## src/rtl/coffee_brewer.sv

```systemverilog
`default_nettype none
// ============================================================================
// Module      : coffee_brewer
// Description : Brewing unit: heat then brew on request, portion stock
//               tracking, cup hand-off. Optional cup counter under
//               BREWER_CUPCOUNT_EN.
// Revision    : 1.0 - initial release
// ============================================================================
module coffee_brewer #(
    parameter int HEAT_CYCLES = 8,
    parameter int BREW_CYCLES = 12,
    parameter int STOCK_MAX   = 3,
    parameter int STOCK_W     = 8
) (
    input  logic               clk11m,
    input  logic               rst_n,
    input  logic               prepare_coffee,
    input  logic               cup_sensor,
    input  logic               refill,
    output logic               coffee_ready,
    output logic               machine_empty,
    output logic               cup_out,
    output logic               heater_on,
    output logic               pump_on,
    output logic [STOCK_W-1:0] stock_level
`ifdef BREWER_CUPCOUNT_EN
    ,
    output logic [15:0]        cups_served
`endif
);

    localparam int MAX_CYC = (HEAT_CYCLES > BREW_CYCLES) ? HEAT_CYCLES : BREW_CYCLES;
    localparam int TIMER_W = (MAX_CYC > 1) ? $clog2(MAX_CYC) : 1;

    localparam logic [TIMER_W-1:0] HEAT_LOAD  = TIMER_W'(HEAT_CYCLES - 1);
    localparam logic [TIMER_W-1:0] BREW_LOAD  = TIMER_W'(BREW_CYCLES - 1);
    localparam logic [STOCK_W-1:0] STOCK_FULL = STOCK_W'(STOCK_MAX);

    typedef enum logic [2:0] {
        S_IDLE  = 3'd0,
        S_HEAT  = 3'd1,
        S_BREW  = 3'd2,
        S_SERVE = 3'd3,
        S_EMPTY = 3'd4
    } state_t;

    state_t             state_q,  state_d;
    logic [TIMER_W-1:0] timer_q,  timer_d;
    logic [STOCK_W-1:0] stock_q,  stock_d;
    logic               cup_meta_q, cup_meta_d;
    logic               cup_s_q,    cup_s_d;
    logic               heater_q, heater_d;
    logic               pump_q,   pump_d;
    logic               ready_q,  ready_d;
    logic               cup_out_q, cup_out_d;
    logic               empty_q,  empty_d;

    always_comb begin
        state_d    = state_q;
        timer_d    = timer_q;
        stock_d    = stock_q;
        cup_meta_d = cup_sensor;
        cup_s_d    = cup_meta_q;

        case (state_q)
            S_IDLE: begin
                // Refill wins over a simultaneous brew request.
                if (refill) begin
                    stock_d = STOCK_FULL;
                end else if (stock_q == '0) begin
                    state_d = S_EMPTY;
                end else if (prepare_coffee && cup_s_q) begin
                    state_d = S_HEAT;
                    timer_d = HEAT_LOAD;
                end
            end
            S_HEAT: begin
                if (timer_q == '0) begin
                    state_d = S_BREW;
                    timer_d = BREW_LOAD;
                end else begin
                    timer_d = timer_q - 1'b1;
                end
            end
            S_BREW: begin
                if (timer_q == '0) begin
                    state_d = S_SERVE;
                    stock_d = stock_q - 1'b1;
                end else begin
                    timer_d = timer_q - 1'b1;
                end
            end
            S_SERVE: begin
                if (!cup_s_q) begin
                    state_d = S_IDLE;
                end
            end
            S_EMPTY: begin
                if (refill) begin
                    stock_d = STOCK_FULL;
                    state_d = S_IDLE;
                end
            end
            default: begin
                state_d = S_IDLE;
            end
        endcase

        // Outputs are registered copies of the next-state decode so they
        // line up with the state register without extra latency.
        heater_d  = (state_d == S_HEAT);
        pump_d    = (state_d == S_BREW);
        ready_d   = (state_d == S_SERVE);
        cup_out_d = (state_q == S_SERVE) && !cup_s_q;
        empty_d   = (stock_d == '0);
    end

    always_ff @(posedge clk11m or negedge rst_n) begin
        if (!rst_n) begin
            state_q    <= S_IDLE;
            timer_q    <= '0;
            stock_q    <= STOCK_FULL;
            cup_meta_q <= 1'b0;
            cup_s_q    <= 1'b0;
            heater_q   <= 1'b0;
            pump_q     <= 1'b0;
            ready_q    <= 1'b0;
            cup_out_q  <= 1'b0;
            empty_q    <= 1'b0;
        end else begin
            state_q    <= state_d;
            timer_q    <= timer_d;
            stock_q    <= stock_d;
            cup_meta_q <= cup_meta_d;
            cup_s_q    <= cup_s_d;
            heater_q   <= heater_d;
            pump_q     <= pump_d;
            ready_q    <= ready_d;
            cup_out_q  <= cup_out_d;
            empty_q    <= empty_d;
        end
    end

    assign heater_on     = heater_q;
    assign pump_on       = pump_q;
    assign coffee_ready  = ready_q;
    assign cup_out       = cup_out_q;
    assign machine_empty = empty_q;
    assign stock_level   = stock_q;

`ifdef BREWER_CUPCOUNT_EN
    logic [15:0] cups_served_q, cups_served_d;

    // Counts in step with the cup_out pulse and sticks at all-ones.
    always_comb begin
        cups_served_d = cups_served_q;
        if (cup_out_d && (cups_served_q != 16'hFFFF)) begin
            cups_served_d = cups_served_q + 16'd1;
        end
    end

    always_ff @(posedge clk11m or negedge rst_n) begin
        if (!rst_n) begin
            cups_served_q <= 16'd0;
        end else begin
            cups_served_q <= cups_served_d;
        end
    end

    assign cups_served = cups_served_q;
`endif

endmodule
`default_nettype wire

```

## config.mk

```make
export PLATFORM = sky130hd
export DESIGN_NAME = coffee_brewer
export DESIGN_NICKNAME = d
export VERILOG_FILES = /design/src/rtl/coffee_brewer.sv
export SDC_FILE = /design/constraint.sdc
export NUM_CORES = 1
export LEC_CHECK = 0
export CELL_PAD_IN_SITES_DETAIL_PLACEMENT = 1
export CELL_PAD_IN_SITES_GLOBAL_PLACEMENT = 1
export CORE_ASPECT_RATIO = 1.75
export CORE_MARGIN = 2
export CORE_UTILIZATION = 43
export DETAILED_ROUTE_END_ITERATION = 8
export GPL_ROUTABILITY_DRIVEN = 0
export GPL_TIMING_DRIVEN = 1
export PLACE_DENSITY_LB_ADDON = 0.2
export SYNTH_ARGS = -nofsm -noshare
export SYNTH_HDL_FRONTEND = slang
export SYNTH_SLANG_ARGS = --single-unit
export TNS_END_PERCENT = 1
```

## constraint.sdc

```tcl
create_clock -name clk11m -period 5 [get_ports clk11m]
set_input_delay 0.5 -clock clk11m [delete_from_list [all_inputs] [get_ports clk11m]]
set_output_delay 0.5 -clock clk11m [all_outputs]
set_load 0.005 [all_outputs]
```

Yosys cells after proc, flatten, opt, wreduce, memory -nomap -nowiden
Cells that the tools add are included.
{ "word_totals": {"regBits": 22, "input_bits": 5, "output_inout_bits": 13, "elab_cells": 50} }
{ "classes": {"muxes": 17, "n_reduce_logical": 10, "eq_ne": 11, "n_addsub": 2} }
{ "op_table": {"columns": ["cell", "n"], "rows": [
  ["two-way mux 3 bit", 7],
  ["two-way mux 4 bit", 5],
  ["logical NOT 8 bit", 2],
  ["two-way mux 8 bit", 2],
  ["case mux 8 bit (2 select lines)", 1],
  ["case mux 3 bit (5 select lines)", 1],
  ["== test 3 x 2 -> 1 bit (second input constant)", 4],
  ["case mux 4 bit (3 select lines)", 1],
  ["!= test 2 bit (second input constant)", 4],
  ["subtractor 8 x 1 -> 8 bit (second input constant)", 1],
  ["== test 3 x 1 -> 1 bit (second input constant)", 2],
  ["AND reduction 5 bit", 1],
  ["logical NOT 4 bit", 1],
  ["subtractor 4 x 1 -> 4 bit (second input constant)", 1],
  ["== test 3 bit (second input constant)", 1],
  ["logical NOT 3 bit", 1],
  ["nonzero test 3 bit", 1],
  ["logical AND 1 bit", 2],
  ["OR reduction 2 bit", 1],
  ["logical NOT 1 bit", 1]
]} }

Logic depth before layout (Yosys ltp)
{ "depth": {"word_depth": 6, "depth_mapped": 8, "mapped_depth_nobuf": 7} }

Least setup slack after synthesis
OpenSTA, ideal clock, no wires.
{ "synth_timing": {"kind": "register -> register", "startpoint": "register timer_q[0]", "endpoint": "register empty_q (netlist: machine_empty)", "stages_incl_launch_ff": 8, "n_path_buf": 0, "arrival_ns": 2.107, "required_ns": 4.928, "setup_slack_ns": 2.821, "setup_ns": 0.072, "synth_period_minus_slack_ns": 2.179, "cell_sequence": "dfrtp_1 > inv_1 > ha_1 > nor3b_1 > nand4_1 > mux2i_2 > or4_1 > nor2_1"} }
{ "synth_via": {"elab_chain_cells": 4} }
{ "synth_rtl": {"columns": ["element", "line", "text"], "rows": [
  ["start, declared", "48", "logic [TIMER_W-1:0] timer_q, timer_d;"],
  ["start signal, assigned", "132", "timer_q <= timer_d;"],
  ["logical NOT 4 bit", "86", "if (timer_q == '0) begin"],
  ["two-way mux 8 bit", "86", null],
  ["case mux 8 bit (2 select lines)", "65", "case (state_q)"],
  ["named net stock_d[4]", "49", "logic [STOCK_W-1:0] stock_q, stock_d;"],
  ["logical NOT 8 bit", "115", "empty_d = (stock_d == '0);"],
  ["named net empty_d", "56", "logic empty_q, empty_d;"],
  ["end signal, assigned", "140", "empty_q <= empty_d;"],
  ["end, declared", "56", null]
]} }
The timed path passes the listed nets, and every way through them passes these cells.
A chain may end at the register's enable or synchronous reset.

Worst setup path after layout
Same ends and word-level chain as after synthesis.

==> qor.log <==
INFO  synthesis      syn-num-nets=135
INFO  grt            number_of_global_route_vias_before_repair=997
INFO  synthesis      yosys_warnings=0
INFO  timing         max_freq=399MHz
INFO  placed_design  numPlacedInstances=163
INFO  worst_setup_path end_kind=flop
INFO  synthesis      synth_cells=126
INFO  pwr            peakVddDrop=0.356mV
INFO  clocking       insertion_delay=260ps
INFO  worst_setup_path ff2ff_path_depth=7
INFO  synthesis      synth_register_bits=22
INFO  timing         hold_viol=0
INFO  routing        drt_iter0_markers=16
INFO  die            floorplan.initialDensity=0.448
INFO  routing        route.final.wire_length=2740um
INFO  clocking       cts_hold_repair.buffers=0
INFO  timing         timing.final.max_slew_violations=0
INFO  final_layout   layout.filler_cells=296
INFO  pwr            post-layout-total-power=0.670mW
INFO  die            fp.dieArea=0.00326sqmm
INFO  final_layout   layout-drive-gt1-share=0.0643
INFO  clocking       cts.clk_slew.worst_paths=80ps
INFO  worst_setup_path worst-r2r-setup-slack=2500ps
INFO  synthesis      synth.yosys.seq_area_share=0.459
INFO  final_layout   layout.cells.non_filler=167
INFO  die            fp-row-count=25
INFO  routing        final_antenna_net_count=0
INFO  clocking       root_buffer_cell=sky130_fd_sc_hd__clkbuf_8
INFO  grt            grt_start_max_net_pins=23
INFO  synthesis      yosysUniqueCellTypes=36
INFO  timing         layout_worst_path_cycle_share=0.501
INFO  worst_setup_path startpoint_type=flop
INFO  final_layout   multi_input_comb_area=602squm
INFO  placed_design  detailedPlacementHpwl=2110um
INFO  worst_setup_path worst_ep_arrival_time=2700ps
INFO  pwr            leakage=0.656nW
INFO  grt            grt_first_pass_wirelength=4580um
INFO  timing         final-setup-viol-count=0
INFO  final_layout   area_of_all_placed_cells_without_fillers=0.00145sqmm
INFO  worst_setup_path worstPathRequired=5200ps
INFO  grt            global_route.overflow_total=0
INFO  grt            gr_util_all_layers=0.190
INFO  min_path       timing.hold.worst.class=flop to flop
INFO  final_layout   nets=150
INFO  timing         timing.setup.tns=0ps
INFO  die            die_h=74.1um
INFO  clocking       cts_buffers=3
INFO  clocking       cts_tree=done
INFO  flow_run       drv.max_cap_violation_count=0
INFO  die            design.portCount=18
INFO  timing         tightest_pin_transition=982ps
INFO  timing         fin_crit=2500ps
INFO  timing         timing.slew.headroom=0.343
INFO  final_layout   antenna_cells_inserted=0
INFO  grt            grt_antenna_before_repair=0
INFO  final_layout   area_growth=20.1%
INFO  clocking       cts.repair.resized=0
INFO  status         run_status=complete, no violations
INFO  synthesis      netlist_area_before_placement=0.00121sqmm
INFO  worst_setup_path crit_fanout=7
INFO  routing        vias_per_cell=5.89
INFO  routing        drt_pre_antenna_iters=4
INFO  worst_setup_path critPathKind=flop to flop
INFO  pwr            total_power_per_unit_cell_area=463mW/mm^2
INFO  clocking       htree_num_levels=1
INFO  placed_design  placed_area=0.00138sqmm
INFO  routing        drc=0
INFO  placed_design  buffer_ports.inserted=17
INFO  die            core_region_area=0.00269sqmm
INFO  min_path       hold_path_depth=0
INFO  clocking       cts_num_sinks=22
INFO  clocking       clockBufferDepth=2
INFO  clocking       post_cts.repair.setup_buffers=0
INFO  routing        wire_per_inst=16.4um
INFO  synthesis      post_synth.cell_area_avg=9.57squm
INFO  die            die_w=44.0um
INFO  routing        dr_total_vias=983
INFO  timing         clock_skew=2.68ps
INFO  timing         rsz0062_at_grt=false
INFO  final_layout   register_area=553squm
==> kinds of logic after synthesis <==
logic type | share of synthesized area
buffers and inverters | 0.0425
multiplexers | 0.0612
AO/OA/AOI/OAI | 0.131
adder cells (fa/ha/maj) | 0.0415
flip-flops | 0.459
AND/OR/NAND/NOR | 0.266
==> path summary, 6_finish.rpt <==
kind | start | end
max | timer_q[0]$_DFFE_PN0P_ | machine_empty$_DFF_PN0_
min | cup_meta_q$_DFF_PN0_ | cup_s_q$_DFF_PN0_
max reg2reg | timer_q[0]$_DFFE_PN0P_ | machine_empty$_DFF_PN0_
min reg2reg | cup_meta_q$_DFF_PN0_ | cup_s_q$_DFF_PN0_
max in group asynchronous | rst_n | timer_q[2]$_DFFE_PN0P_
min in group asynchronous | rst_n | stock_level[2]$_DFF_PN0_
==> metal layers <==
metal	vias up	part of all wire	GRT usage
met4	0	0.019	0.0808
met5	-	0	0
met1	484	0.39	0.199
met2	10	0.58	0.366
met3	5	0.011	0.0218
li1	484	-	-
==> cell type report <==
type / count / share of cell area
well taps: 27 / 0.0233
repair buffers: 17 / 0.117
clock buffers: 3 / 0.0285
multi-input cells: 92 / 0.415
flip-flops and latches: 22 / 0.382
inverters: 5 / 0.0130
clock inverters: 1 / 0.0207
==> through the flow <==
stage / util / setup WS (ps) / hold WS (ps)
after CTS: 0.539 / 2490 / 367
after detailed placement: 0.512 / 2550 / 348
final: 0.539 / 2500 / 360
after global routing: 0.539 / 2260 / 377
after floorplan: - / 2820 / 204
after global placement: 0.512 / 2630 / 334
==> power by group <==
part           internal, mW  switching (mW)  total [mW]  leakage [nW]
Clock                 0.107          0.0567       0.164        0.0357
Combinational         0.111           0.128       0.239         0.339
Sequential            0.215          0.0524       0.268         0.281
==> worst max-delay path, cell delays in order (launching register included) <==
cell and delay (ps):
sky130_fd_sc_hd__dfrtp_1 400, sky130_fd_sc_hd__inv_1 120, sky130_fd_sc_hd__ha_1 190, sky130_fd_sc_hd__nor3b_1 660, sky130_fd_sc_hd__nand4_1 270, sky130_fd_sc_hd__mux2i_1 200
sky130_fd_sc_hd__or4_1 500, sky130_fd_sc_hd__nor2_1 90
==> cell usage in the layout (no fill, tap or decap) <==
cell type	instances
sky130_fd_sc_hd__nor3b_1	4
sky130_fd_sc_hd__nand3_1	1
sky130_fd_sc_hd__o22a_1	1
sky130_fd_sc_hd__nor2b_1	3
sky130_fd_sc_hd__inv_1	5
sky130_fd_sc_hd__nand2_2	1
sky130_fd_sc_hd__mux2i_1	6
sky130_fd_sc_hd__a2bb2o_1	1
sky130_fd_sc_hd__or3b_1	2
sky130_fd_sc_hd__a2111oi_0	1
sky130_fd_sc_hd__clkbuf_8	3
sky130_fd_sc_hd__nand2b_1	3
sky130_fd_sc_hd__a211oi_1	2
sky130_fd_sc_hd__nor4_1	4
sky130_fd_sc_hd__nor4b_1	1
sky130_fd_sc_hd__ha_1	4
sky130_fd_sc_hd__bufinv_16	1
sky130_fd_sc_hd__a31oi_1	1
sky130_fd_sc_hd__nand3b_1	2
sky130_fd_sc_hd__a21o_1	1
sky130_fd_sc_hd__a211o_1	1
sky130_fd_sc_hd__a21oi_1	9
sky130_fd_sc_hd__o21ai_0	2
sky130_fd_sc_hd__or4_1	2
sky130_fd_sc_hd__nand4_1	5
sky130_fd_sc_hd__o22ai_1	1
sky130_fd_sc_hd__clkdlybuf4s50_1	17
sky130_fd_sc_hd__o21bai_1	1
sky130_fd_sc_hd__nor3_1	6
sky130_fd_sc_hd__dfstp_2	2
sky130_fd_sc_hd__dfrtp_1	20
sky130_fd_sc_hd__o21a_1	2
sky130_fd_sc_hd__mux2i_2	1
sky130_fd_sc_hd__a31o_1	1
sky130_fd_sc_hd__nor3_4	1
sky130_fd_sc_hd__nor2_1	12
sky130_fd_sc_hd__nand2_1	10
==> Yosys cell counts (all sizes together) <==
master	n	area share
nor3	7	0.038
or4	2	0.012
o22ai	1	0.0052
a21oi	9	0.037
clkbuf	2	0.0062
o22a	1	0.0073
nor4b	1	0.0073
dfstp	2	0.044
a2111oi	1	0.0073
dfrtp	20	0.41
nor3b	4	0.025
or3b	2	0.015
a2bb2o	1	0.0083
o21a	2	0.012
nor4	4	0.021
a31o	1	0.0073
inv	5	0.016
nand3	1	0.0041
nand3b	2	0.012
nand2b	3	0.016
o21bai	1	0.0062
mux2i	7	0.061
a211o	1	0.0073
nand4	5	0.026
nor2	12	0.037
ha	4	0.041
a211oi	2	0.012
nor2b	3	0.016
buf	5	0.021
a31oi	1	0.0052
o21ai	2	0.0083
nand2	11	0.036
a21o	1	0.0062
==> state kept, by name, indices dropped and copies added, names as in the netlist <==
signal,flops
cup_out,1
cup_s_q,1
pump_on,1
state_q,3
heater_on,1
coffee_ready,1
machine_empty,1
timer_q,4
cup_meta_q,1
stock_level,8
(Power assumes the default switching activity.)
